File: src/rtl/cpu6_seq_pkg.sv
// Shared definitions for the CPU6 microprogram sequencer: op encodings and
// default geometry.
package cpu6_seq_pkg;

  localparam int SEQ_ADDR_W      = 11;
  localparam int SEQ_STACK_DEPTH = 4;

  localparam logic [2:0] SEQ_CONT = 3'd0;
  localparam logic [2:0] SEQ_CJP  = 3'd1;
  localparam logic [2:0] SEQ_CJS  = 3'd2;
  localparam logic [2:0] SEQ_CRTN = 3'd3;
  localparam logic [2:0] SEQ_LDCT = 3'd4;
  localparam logic [2:0] SEQ_RPCT = 3'd5;
  localparam logic [2:0] SEQ_PUSH = 3'd6;
  localparam logic [2:0] SEQ_LOOP = 3'd7;

endpackage

File: src/rtl/seq_stack.sv
// Return-address LIFO for the microprogram sequencer with full/empty status
// and a sticky over/underflow flag.
module seq_stack #(
  parameter  int DEPTH = 4,
  parameter  int W     = 11,
  localparam int SP_W  = $clog2(DEPTH + 1),
  localparam int IDX_W = (DEPTH > 1) ? $clog2(DEPTH) : 1
) (
  input  logic            clock,
  input  logic            reset,
  input  logic            push,
  input  logic            pop,
  input  logic [W-1:0]    din,
  output logic [W-1:0]    tos,
  output logic [SP_W-1:0] sp,
  output logic            full,
  output logic            empty,
  output logic            err
);

  logic [W-1:0]     mem [DEPTH];
  logic [IDX_W-1:0] rd_idx;
  logic [IDX_W-1:0] wr_idx;

  assign full   = (sp == SP_W'(DEPTH));
  assign empty  = (sp == '0);
  assign rd_idx = empty ? '0 : IDX_W'(sp - SP_W'(1));
  // A push into a full stack lands on the top entry instead of running off the end.
  assign wr_idx = full ? IDX_W'(DEPTH - 1) : IDX_W'(sp);
  assign tos    = mem[rd_idx];

  always_ff @(posedge clock or posedge reset) begin
    if (reset) begin
      sp  <= '0;
      err <= 1'b0;
    end else if (push) begin
      if (full) err <= 1'b1;
      else      sp  <= sp + SP_W'(1);
    end else if (pop) begin
      if (empty) err <= 1'b1;
      else       sp  <= sp - SP_W'(1);
    end
  end

  always_ff @(posedge clock) begin
    if (push) mem[wr_idx] <= din;
  end

endmodule

File: src/rtl/ucode_sequencer.sv
// Next-microaddress sequencer: conditional jump/call/return, loop counter and
// case OR-mask in front of the microcode ROM address input.
module ucode_sequencer
  import cpu6_seq_pkg::*;
#(
  parameter int ADDR_W      = SEQ_ADDR_W,
  parameter int STACK_DEPTH = SEQ_STACK_DEPTH,
  parameter int CNT_W       = ADDR_W
) (
  input  logic              clock,
  input  logic              reset,
  input  logic [2:0]        op,
  input  logic [ADDR_W-1:0] d_in,
  input  logic [ADDR_W-1:0] or_in,
  input  logic              case_en,
  input  logic              cc_en,
  input  logic              cond,
  input  logic              cc_pol,
  input  logic              inc,
  input  logic              hold,
  output logic [ADDR_W-1:0] y_out,
  output logic              cnt_zero,
  output logic              stack_full,
  output logic              stack_err
);

  localparam int SP_W = $clog2(STACK_DEPTH + 1);

  logic [ADDR_W-1:0] upc;
  logic [CNT_W-1:0]  cnt;
  logic              pass;
  logic [ADDR_W-1:0] y_src;
  logic [ADDR_W-1:0] y_mux;
  logic              push;
  logic              pop;
  logic              cnt_ld;
  logic              cnt_dec;
  logic [ADDR_W-1:0] stk_tos;
  logic [ADDR_W-1:0] tos_val;
  logic [SP_W-1:0]   stk_sp;
  logic              stk_full;
  logic              stk_empty;

  assign pass    = cc_en ? (cond ^ cc_pol) : 1'b1;
  assign tos_val = (stk_sp == '0) ? '0 : stk_tos;

  always_comb begin
    y_src   = upc;
    push    = 1'b0;
    pop     = 1'b0;
    cnt_ld  = 1'b0;
    cnt_dec = 1'b0;
    case (op)
      SEQ_CONT: ;
      SEQ_CJP:  if (pass) y_src = d_in;
      SEQ_CJS:  if (pass) begin y_src = d_in; push = 1'b1; end
      SEQ_CRTN: if (pass) begin y_src = tos_val; pop = 1'b1; end
      SEQ_LDCT: cnt_ld = 1'b1;
      SEQ_RPCT: if (cnt != '0) begin y_src = d_in; cnt_dec = 1'b1; end
      SEQ_PUSH: begin push = 1'b1; cnt_ld = pass; end
      SEQ_LOOP: begin
        if (pass) pop = 1'b1;
        else begin
          y_src = tos_val;
          // Reading an empty stack must flag an error without moving sp,
          // which is exactly what an underflowing pop does.
          pop   = stk_empty;
        end
      end
      default: ;
    endcase
  end

  assign y_mux      = case_en ? (y_src | or_in) : y_src;
  assign y_out      = reset ? '0 : y_mux;
  assign cnt_zero   = (cnt == '0);
  assign stack_full = stk_full;

  always_ff @(posedge clock or posedge reset) begin
    if (reset) begin
      upc <= '0;
      cnt <= '0;
    end else if (!hold) begin
      upc <= y_out + ADDR_W'(inc);
      if (cnt_ld)       cnt <= CNT_W'(d_in);
      else if (cnt_dec) cnt <= cnt - CNT_W'(1);
    end
  end

  seq_stack #(
    .DEPTH (STACK_DEPTH),
    .W     (ADDR_W)
  ) u_stack (
    .clock (clock),
    .reset (reset),
    .push  (push & ~hold),
    .pop   (pop & ~hold),
    .din   (upc),
    .tos   (stk_tos),
    .sp    (stk_sp),
    .full  (stk_full),
    .empty (stk_empty),
    .err   (stack_err)
  );

endmodule

File: config.mk
export PLATFORM = sky130hd
export DESIGN_NAME = ucode_sequencer
export DESIGN_NICKNAME = d
export VERILOG_FILES = /design/src/rtl/cpu6_seq_pkg.sv /design/src/rtl/seq_stack.sv /design/src/rtl/ucode_sequencer.sv
export SDC_FILE = /design/constraint.sdc
export NUM_CORES = 1
export LEC_CHECK = 0
export ABC_AREA = 1
export BUFFER_PORTS_ARGS = -buffer_cell sky130_fd_sc_hd__buf_2
export CORE_MARGIN = 3
export CORE_UTILIZATION = 30
export CTS_BUF_LIST = sky130_fd_sc_hd__clkbuf_16
export CTS_CLUSTER_SIZE = 40
export DETAILED_ROUTE_END_ITERATION = 8
export HOLD_SLACK_MARGIN = 0.05
export PLACE_DENSITY_LB_ADDON = 0.12
export SETUP_SLACK_MARGIN = 0.5
export SYNTH_ARGS = -nofsm -noshare
export SYNTH_HDL_FRONTEND = slang
export SYNTH_SLANG_ARGS = --single-unit
File: constraint.sdc
create_clock -name clock -period 9.3 [get_ports clock]
set_clock_uncertainty 0.1 [all_clocks]
set_input_delay 0.465 -clock clock [delete_from_list [all_inputs] [get_ports clock]]
set_output_delay 0.465 -clock clock [all_outputs]
set_load 0.01 [all_outputs]
==> summary.md <==
| Metric | Value |
|---|---|
| Crit path depth | 17 |
| Die W | 122.3 um |
| Status | completed |
| Root Buffer | clkbuf_16 |
| Antenna diodes | 0 |
| Switching share of power | 38.93% |
| Routed vias/inst | 4.869 |
| Max VDD drop | 0.00009947 V |
| Gpl congestion | 0.8448 |
| Postcts setup bufs | 0 |
| Die H | 122.3 um |
| Post-Place Worst Slack | 5.160 ns |
| DP Wirelength | 8619 um |
| Critical path's top delay family | simple AND/OR/NAND/NOR gates |
| Max Fclk | 240.9 MHz |
| Row count | 41 |
| Grt ovf | 0 |
| Share of layout cells above drive strength 1 | 17.48% |
| Crit path kind | reg2reg |
| Mapped Cells | 502 |
| Area growth, synth to finish | 17.93% |
| Total track usage | 16.33% |
| Min-delay worst type | in2async |
| Post-synthesis register bit count | 70 |
| Die area | 14950 um^2 |
| Drt drc | 0 |
| Primary FF master, synth | edfxtp_1 |
| CTS Buf Count | 9 |
| Critical path's largest stage delay | 0.56 ns |
| Syn Std Cell Area | 4055 um^2 |
| Leading area contributor after synthesis | edfxtp_1 |
| Worst Path Buf+Inv | 2 |
| Clk buf depth | 2 |
| Worst R2R End | upc[8] |
| Most common library cells after synthesis | nand2_1, nor2_1, inv_1, edfxtp_1, nand3_1 |
| H-tree depth | 3 |
| Worst-path cell chain | inv_2 > ha_1 > nand2_1 > nand2_1 > inv_2 > o21ai_0 > o22ai_1 > nand2_1 > a41oi_1 > ha_1 > ha_1 > nand3_1 > nor2_2 > nand2_1 > o21ai_1 > nand3_1 > nand2_1 |
| Pre-Repair DR Iteration Count | 5 |
| # hold bufs at CTS | 0 |
| Antenna Violating Nets Remaining | 0 |
| Vias in the first global route | 3491 |
| Worst setup EP type | register |
| Yosys cell types | 39 |
| Total negative slack | 0 ns |
| Syn nets | 543 |
| Fin crit share | 44.64% |
| Max transition margin | 24.53% |
| Power Density | 247.7 nW/um^2 |
| WP data arrival | 4.32 ns |
| Synth Warn # | 0 |
| Clock share of power | 30.2% |
| Worst-path maximum fanout | 23 |
| Crit path from | u_stack.sp[0] |
| Ports | 47 |
| Overall Power | 0.001184 W |
| R2r setup slk | 5.15 ns |
| Post-synth top area share | 32.58% |
| Synth Area per Inst | 8.078 um^2 |
| Cell total after placement | 711 |
| Register area share after synthesis | 48.63% |
| CP max-delay cell | nand2_1 |
| CTS tree | yes |
| Max-cap violation count | 0 |
| Final Setup Violations | 0 |
| DR iter-0 viols | 184 |
| Port Buffers | 46 |
| PnR worst setup slack | 5.148 ns |
| Global-route wire length before repair | 18610 um |
| Leak pwr | 2.153 nW |
| Routed WL per cell | 15.82 um |
| P_sw | 0.0004611 W |
| Final net count | 591 |
| Total Wirelength | 11500 um |
| Count leader, synth | nand2_1 |
| Clock Latency Late Sink | 0.33 ns |
| Largest net degree at the start of global routing | 26 |
| Clk pin slew, worst setup/hold paths | 0.06 ns |
| Final hold vios | 0 |
| Main area contributors after synthesis | edfxtp_1, dfrtp_1, nand2_1 |
| Worst-Margin Slew | 1.128 ns |
| CORE AREA | 12930 um^2 |
| Async S/R FF share, synth | 37.14% |
| Sink Count | 70 |
| Max-slew violations | 0 |
| Finished Layout Cells | 727 |
| Detailed-route via count | 3540 |
| Post_cts resized | 0 |
| Post-synth EDFFs | 44 |
| Initial Utilization | 31.37% |
| CP endpoint | upc[8] |
| Internal Power | 0.0007232 W |
| CP Launch Type | register |
| Clock period minus worst slack | 4.152 ns |
| Logic pwr share | 33.9% |
| RSZ-0062 raised after global routing | no |
| Worst EP required | 9.47 ns |
| Reg power frac | 35.9% |
| Initial antenna violation count | 0 |
| R2R Path Start | u_stack.sp[0] |
| R2R cell count | 17 |
| Crit path top cell by count | nand2_1 |
## state kept, by name (all words and copies together), names as in the netlist
signal / count
u_stack.mem: 44
cnt: 11
u_stack.sp: 3
u_stack.err: 1
upc: 11
## worst min path at each step
stage,cells past startpoint,startpoint,slack (ns),end
2_1_floorplan,2,cnt[10],0.38,cnt[10]
3_3_place_gp,2,u_stack.err,0.35,u_stack.err
3_5_place_dp,2,u_stack.err,0.35,u_stack.err
4_1_cts,2,reset,0.07,upc[5]
5_1_grt,2,reset,0.08,upc[5]
6_report,2,reset,0.08,upc[5]
## cell type report
type                       count  area [um^2]
clock buffer                   9        225.2
clock inverter                 7        80.08
fill                        1369         8145
inverter                      59        221.5
multi-input combinational    361         1815
sequential                    70         1972
tap                          172        215.2
timing repair buffer          49        252.7
## routing by layer
layer / GRT usage, % / part of all wire (%) / up-vias
met4: 6.648 / 2.2 / 0
li1: - / - / 1773
met2: 26.52 / 47 / 73
met1: 21.85 / 47 / 1677
met3: 2.488 / 3.1 / 17
met5: 0 / 0 / -
## cell families after synthesis
group                    synth area share (%)
AND/OR/NAND/NOR                         29.16
AO/OA/AOI/OAI                           11.69
buffers and inverters                   6.973
flip-flops                              48.63
adder cells (fa/ha/maj)                 2.468
XOR/XNOR                                1.080
## placed cells by master (no fill, tap or decap), types with 8 or more instances in the layout
master / netlist / final
a21oi_1: 14 / 14
buf_2: 4 / 46
o21ai_0: 31 / 31
nor2_1: 52 / 52
edfxtp_1: 44 / 44
nand3_1: 36 / 36
nand2_1: 141 / 141
dfrtp_1: 26 / 26
ha_1: 8 / 8
clkbuf_16: 0 / 9
o21ai_1: 14 / 14
inv_1: 50 / 50
## metrics by stage
step / instance area [um^2] / hold WS, ns / util, %
after detailed placement: 4477 / 0.3487 / 34.63
final: 4782 / 0.07549 / 36.99
after CTS: 4782 / 0.06652 / 36.99
after global placement: 4477 / 0.3471 / 34.63
after global routing: 4782 / 0.08455 / 36.99
after floorplan: 4055 / 0.3750 / -
## power groups by stage
stage	combinational, W	sequential (W)	clock, W
floorplan	0.000293	0.000414	0
global placement	0.000398	0.000429	0
detailed placement	0.000401	0.000431	0
CTS	0.000403	0.000425	0.000368
global route	0.000458	0.000432	0.000377
finish	0.000402	0.000425	0.000357
Power figures use the tool's default switching activity.
